$ cat config.mk
export PLATFORM = sky130hd
export DESIGN_NAME = alu_sched
export DESIGN_NICKNAME = d
export VERILOG_FILES = /design/src/rtl/alu_sched_pkg.sv /design/src/rtl/alu_sched_alu.sv /design/src/rtl/alu_sched.sv
export SDC_FILE = /design/constraint.sdc
export NUM_CORES = 1
export LEC_CHECK = 0
export ABC_AREA = 1
export CORE_MARGIN = 3
export CORE_UTILIZATION = 45
export DETAILED_ROUTE_END_ITERATION = 8
export DONT_BUFFER_PORTS = 1
export SETUP_SLACK_MARGIN = 0.5
export SYNTH_ARGS = -nofsm -noshare
export SYNTH_HDL_FRONTEND = slang
export SYNTH_SLANG_ARGS = --single-unit
$ cat constraint.sdc
create_clock -name clk -period 3.7 [get_ports clk]
set_input_delay 0.74 -clock clk [delete_from_list [all_inputs] [get_ports clk]]
set_output_delay 0.74 -clock clk [all_outputs]
set_load 0.02 [all_outputs]
$ cat src/rtl/alu_sched_pkg.sv
// Shared CPU definitions: ALU opcode encodings and scheduler FSM states.
package alu_sched_pkg;

  typedef enum logic [4:0] {
    OP_ADD    = 5'b00000,
    OP_AND    = 5'b00001,
    OP_PASS_A = 5'b00010,
    OP_PASS_B = 5'b00011,
    OP_SUB    = 5'b01100,
    OP_INC    = 5'b10100
  } op_e;

  typedef enum logic [1:0] {
    S_IDLE,
    S_EXEC,
    S_RESP
  } state_e;

endpackage

$ cat src/rtl/alu_sched_alu.sv
// Combinational 8-bit ALU with 9-bit internal result; carry is bit 8 (borrow for SUB).
module alu_sched_alu
  import alu_sched_pkg::*;
(
  input  logic [4:0] op,
  input  logic [7:0] a,
  input  logic [7:0] b,
  output logic [7:0] dout,
  output logic       carry,
  output logic       zero,
  output logic       err
);

  logic [8:0] res;

  always_comb begin
    res = '0;
    err = 1'b0;
    case (op)
      OP_ADD:    res = {1'b0, a} + {1'b0, b};
      OP_AND:    res = {1'b0, a & b};
      OP_PASS_A: res = {1'b0, a};
      OP_PASS_B: res = {1'b0, b};
      OP_SUB:    res = {1'b0, a} - {1'b0, b};
      OP_INC:    res = {1'b0, a} + 9'd1;
      default:   err = 1'b1;
    endcase
    dout  = res[7:0];
    carry = res[8];
    // Illegal opcodes report zero=0 even though the result is all zeros.
    zero  = !err && (res == '0);
  end

endmodule

$ cat src/rtl/alu_sched.sv
// Two-requester round-robin scheduler sharing one ALU; one operation in flight,
// all outputs registered.
module alu_sched
  import alu_sched_pkg::*;
#(
  parameter int PRIO_RESET = 0
) (
  input  logic       clk,
  input  logic       rst_n,
  input  logic       req_0,
  input  logic [4:0] op_0,
  input  logic [7:0] a_0,
  input  logic [7:0] b_0,
  output logic       gnt_0,
  output logic       rsp_valid_0,
  input  logic       rsp_ready_0,
  output logic [7:0] rsp_data_0,
  output logic       rsp_carry_0,
  output logic       rsp_zero_0,
  output logic       rsp_err_0,
  input  logic       req_1,
  input  logic [4:0] op_1,
  input  logic [7:0] a_1,
  input  logic [7:0] b_1,
  output logic       gnt_1,
  output logic       rsp_valid_1,
  input  logic       rsp_ready_1,
  output logic [7:0] rsp_data_1,
  output logic       rsp_carry_1,
  output logic       rsp_zero_1,
  output logic       rsp_err_1
);

  localparam logic PRIO_INIT = (PRIO_RESET != 0);

  state_e     state_q, state_d;
  logic       sel_q, sel_d;
  logic       prio_q, prio_d;
  logic [4:0] op_q, op_d;
  logic [7:0] a_q, a_d, b_q, b_d;
  logic [1:0] gnt_q, gnt_d;
  logic [1:0] rsp_valid_q, rsp_valid_d;
  logic [7:0] data_q, data_d;
  logic       carry_q, carry_d, zero_q, zero_d, err_q, err_d;

  logic [7:0] alu_dout;
  logic       alu_carry, alu_zero, alu_err;
  logic       any_req, win, sel_ready, handshake;

  assign any_req   = req_0 | req_1;
  // prio_q names the requester that wins a tie; a lone request always wins.
  assign win       = (req_0 && req_1) ? prio_q : req_1;
  assign sel_ready = sel_q ? rsp_ready_1 : rsp_ready_0;
  assign handshake = rsp_valid_q[sel_q] && sel_ready;

  alu_sched_alu alu (
    .op    (op_q),
    .a     (a_q),
    .b     (b_q),
    .dout  (alu_dout),
    .carry (alu_carry),
    .zero  (alu_zero),
    .err   (alu_err)
  );

  always_ff @(posedge clk or negedge rst_n) begin
    if (!rst_n) state_q <= S_IDLE;
    else        state_q <= state_d;
  end

  always_comb begin
    state_d = state_q;
    case (state_q)
      S_IDLE:  if (any_req) state_d = S_EXEC;
      S_EXEC:  state_d = S_RESP;
      S_RESP:  if (handshake) state_d = S_IDLE;
      default: state_d = S_IDLE;
    endcase
  end

  always_comb begin
    sel_d       = sel_q;
    prio_d      = prio_q;
    op_d        = op_q;
    a_d         = a_q;
    b_d         = b_q;
    data_d      = data_q;
    carry_d     = carry_q;
    zero_d      = zero_q;
    err_d       = err_q;
    gnt_d       = '0;
    rsp_valid_d = '0;
    case (state_q)
      S_IDLE: begin
        if (any_req) begin
          gnt_d[win] = 1'b1;
          sel_d      = win;
          prio_d     = ~win;
          op_d       = win ? op_1 : op_0;
          a_d        = win ? a_1  : a_0;
          b_d        = win ? b_1  : b_0;
        end
      end
      S_EXEC: begin
        data_d  = alu_dout;
        carry_d = alu_carry;
        zero_d  = alu_zero;
        err_d   = alu_err;
      end
      // Valid rises one cycle into RESP and drops on the edge that completes the handshake.
      S_RESP:  rsp_valid_d[sel_q] = ~handshake;
      default: ;
    endcase
  end

  always_ff @(posedge clk or negedge rst_n) begin
    if (!rst_n) begin
      sel_q       <= 1'b0;
      prio_q      <= PRIO_INIT;
      op_q        <= '0;
      a_q         <= '0;
      b_q         <= '0;
      gnt_q       <= '0;
      rsp_valid_q <= '0;
      data_q      <= '0;
      carry_q     <= 1'b0;
      zero_q      <= 1'b0;
      err_q       <= 1'b0;
    end else begin
      sel_q       <= sel_d;
      prio_q      <= prio_d;
      op_q        <= op_d;
      a_q         <= a_d;
      b_q         <= b_d;
      gnt_q       <= gnt_d;
      rsp_valid_q <= rsp_valid_d;
      data_q      <= data_d;
      carry_q     <= carry_d;
      zero_q      <= zero_d;
      err_q       <= err_d;
    end
  end

  assign gnt_0       = gnt_q[0];
  assign gnt_1       = gnt_q[1];
  assign rsp_valid_0 = rsp_valid_q[0];
  assign rsp_valid_1 = rsp_valid_q[1];
  assign rsp_data_0  = data_q;
  assign rsp_data_1  = data_q;
  assign rsp_carry_0 = carry_q;
  assign rsp_carry_1 = carry_q;
  assign rsp_zero_0  = zero_q;
  assign rsp_zero_1  = zero_q;
  assign rsp_err_0   = err_q;
  assign rsp_err_1   = err_q;

endmodule

==> results.cfg <==
[routing]
wl_met1_mm = 3.28
avgViaCountPerCell = 5.40
drtIter0Drc = 163
wl_met2_mm = 3.17
num_vias = 2371
drc = 0
wl_met3_um = 413
wl_mm = 6.96
ant_nets = 0
drt-pass1-iter-count = 4
top_layer_used = met4
wl_per_cell_um = 15.9

[critical_path]
rrSetupSlack_ps = 950
arrival_ps = 2990
r2r-start = op_q[4]$_DFFE_PN0P_
required_ps = 3940
path_max_fanout = 6
critPathKind = reg2reg
reg2reg_to = rsp_zero_0$_DFFE_PN0N_
critPathLaunchType = flip-flop
end_kind = flip-flop
rr_worst_depth = 16

[global_routing]
track_usage = 0.211
grt-ovfl-total = 0
grt_start_max_net_pins = 41
grt_pass1_vias = 2352
grt_pass1_wl_mm = 11.9
antenna_found_initial = 0

[cts]
htree_levels = 2
cts_max_path_buffers = 2
numCtsBuffers = 5
clk_latency_ps = 300
cts_tree = built
cts_root_buf = clkbuf_8
cts.clk_slew.worst_paths_ps = 90
clock_sinks = 40

[placement]
numPortBuffers = 0
routabilityCongestion = 0.906
hpwl_mm = 5.24

[layout]
antenna-diode-count = 0
area_growth_pct = 1.43
ff_latch_area_mm2 = 0.00100
nFillCells = 599
drive_above_1_share = 0.0627
multi_input_area_mm2 = 0.00142
nets = 427
fin_util = 0.486

[sta]
slew_headroom = 0.322
maxSlewViolCount = 0
fin_crit_ps = 2750
max_freq_ghz = 0.364
worstMarginPinSlew_ps = 1020
skew_ps = 11.3
finalCritPeriodShare = 0.743
setup_viol = 0
rsz0062_at_grt = no
hold_ws_ps = 122
finalHoldViolCount = 0
tns_ps = 0

[synthesis]
synthCells = 381
synth_area_mm2 = 0.00272
synth_warnings = 0
yosysMostFrequentCell = nand2_1
yosysUniqueCellTypes = 34
synth_edf_count = 0
seq_area_frac_synth = 0.368
synth_ff_type = dfrtp_1
synth_area_per_cell_um2 = 7.14
synth.top_cells.by_count = 94 x nand2_1, 52 x nor2_1, 40 x dfrtp_1
syn_nets = 441
synth_top_area_cell = dfrtp_1
synth_async_sr_flop_share = 1.00
synth_seq_cells = 40
synthDominantCellAreaShare = 0.368
synth_area_leaders = dfrtp_1 37%, nand2_1 13%, nor2_1 7.2%

[pwr]
p_leak_nw = 1.41
internal-power_mw = 1.28
swShare = 0.534
ir_drop_mv = 0.353
combPwrFrac = 0.529
clkPwrFrac = 0.104
p_sw_mw = 1.47
p_per_area_mw_per_mm2 = 1000
seqPwrFrac = 0.367

[die]
fp.dieW_um = 83.7
pin_count = 74
core_area_mm2 = 0.00568
fp-row-count = 27
die_h_um = 83.7
die-area_mm2 = 0.00701
start_util = 0.479

[run_status]
outcome = complete, no violations

[min_path]
hold_class = in2async

[run]
max-cap-violations = 0
[per-layer routing]
layer,GRT usage,vias up
met5,0,-
met4,0.0556,0
met3,0.0385,8
met2,0.333,74
met1,0.298,1080
li1,-,1209
[cells in the final DEF (no fill, tap or decap), drive strengths merged, types with 7 or more instances in the layout]
master / n
a21oi: 7
dfrtp: 40
ha: 11
inv: 38
nand2: 94
nand3: 33
nand4: 7
nor2: 56
o21ai: 36
o22ai: 15
[cells by family after synthesis]
family                     count (synthesis)  share of synthesized area
adders and majority gates                 12                     0.0580
and+or+nand+nor                          197                      0.319
buffers and inverters                     63                      0.109
xor gates and xnor gates                   1                    0.00322
DFF                                       40                      0.368
AOI/OAI and AO/OA                         68                      0.143
[worst max-delay path by stage]
stage | startpoint | end | slack (ps) | cells after the start
2_1_floorplan | op_q[4]$_DFFE_PN0P_ | rsp_zero_0$_DFFE_PN0N_ | 1250 | 16
3_3_place_gp | op_q[4]$_DFFE_PN0P_ | rsp_zero_0$_DFFE_PN0N_ | 1030 | 15
3_5_place_dp | op_q[4]$_DFFE_PN0P_ | rsp_zero_0$_DFFE_PN0N_ | 950 | 15
4_1_cts | op_q[4]$_DFFE_PN0P_ | rsp_zero_0$_DFFE_PN0N_ | 920 | 15
5_1_grt | op_q[4]$_DFFE_PN0P_ | rsp_zero_0$_DFFE_PN0N_ | 580 | 15
6_report | op_q[4]$_DFFE_PN0P_ | rsp_zero_0$_DFFE_PN0N_ | 950 | 16
[state kept, by name, indices dropped and copies added (netlist names)]
| register | flops |
|---|---|
| rsp_data_0 | 8 |
| b_q | 8 |
| sel_q | 1 |
| a_q | 8 |
| prio_q | 1 |
| state_q | 2 |
| rsp_zero_0 | 1 |
| rsp_carry_0 | 1 |
| rsp_valid_q | 2 |
| op_q | 5 |
| gnt_q | 2 |
| rsp_err_0 | 1 |
[layout make-up]
cell class                      count  area share
Sequential cell                    40       0.363
Tap cell                           72      0.0327
Timing Repair Buffer                1     0.00272
Inverter                           41      0.0563
Clock buffer                        5      0.0250
Clock inverter                      2     0.00454
Multi-Input combinational cell    278       0.516
[power by group through the flow]
| stage | registers [mW] | clock network [mW] | logic [mW] |
|---|---|---|---|
| global route | 1.06 | 0.313 | 1.71 |
| detailed placement | 1.03 | 0 | 1.46 |
| finish | 1.01 | 0.287 | 1.46 |
| global placement | 1.02 | 0 | 1.47 |
| floorplan | 0.883 | 0 | 1.33 |
| CTS | 1.02 | 0.297 | 1.47 |
[critical path, cell delays in order (launching register included)]
cell      delay (ps)
dfrtp_1          440
nor2_2           220
nand3_2          200
or2_2            330
nand3_1           70
o21ai_0           80
ha_1             320
or2_2            320
nand3b_1         100
nand2_1           60
nand2_1           50
nand2_1           80
nor2_1           110
nand2_1           70
nor2_1            90
nand3_1           80
nand2_1           60
[through the flow]
stage / area [um2] / power, mW / worst slack, ps / std cells
6_report: 2760 / 2.76 / 950 / 439
3_3_place_gp: 2680 / 2.49 / 1030 / 432
3_5_place_dp: 2680 / 2.49 / 946 / 432
4_1_cts: 2760 / 2.78 / 920 / 439
2_1_floorplan: 2720 / 2.22 / 1250 / 381
5_1_grt: 2760 / 3.08 / 584 / 439
[repair_timing]
item                                    in CTS  in global routing
endpoints found under the setup margin       0                  1
buffers inserted                             0                  0
resized for setup                            0                  1
hold buffers                                 0                  0
No activity file was read; power rests on OpenSTA's default activity.
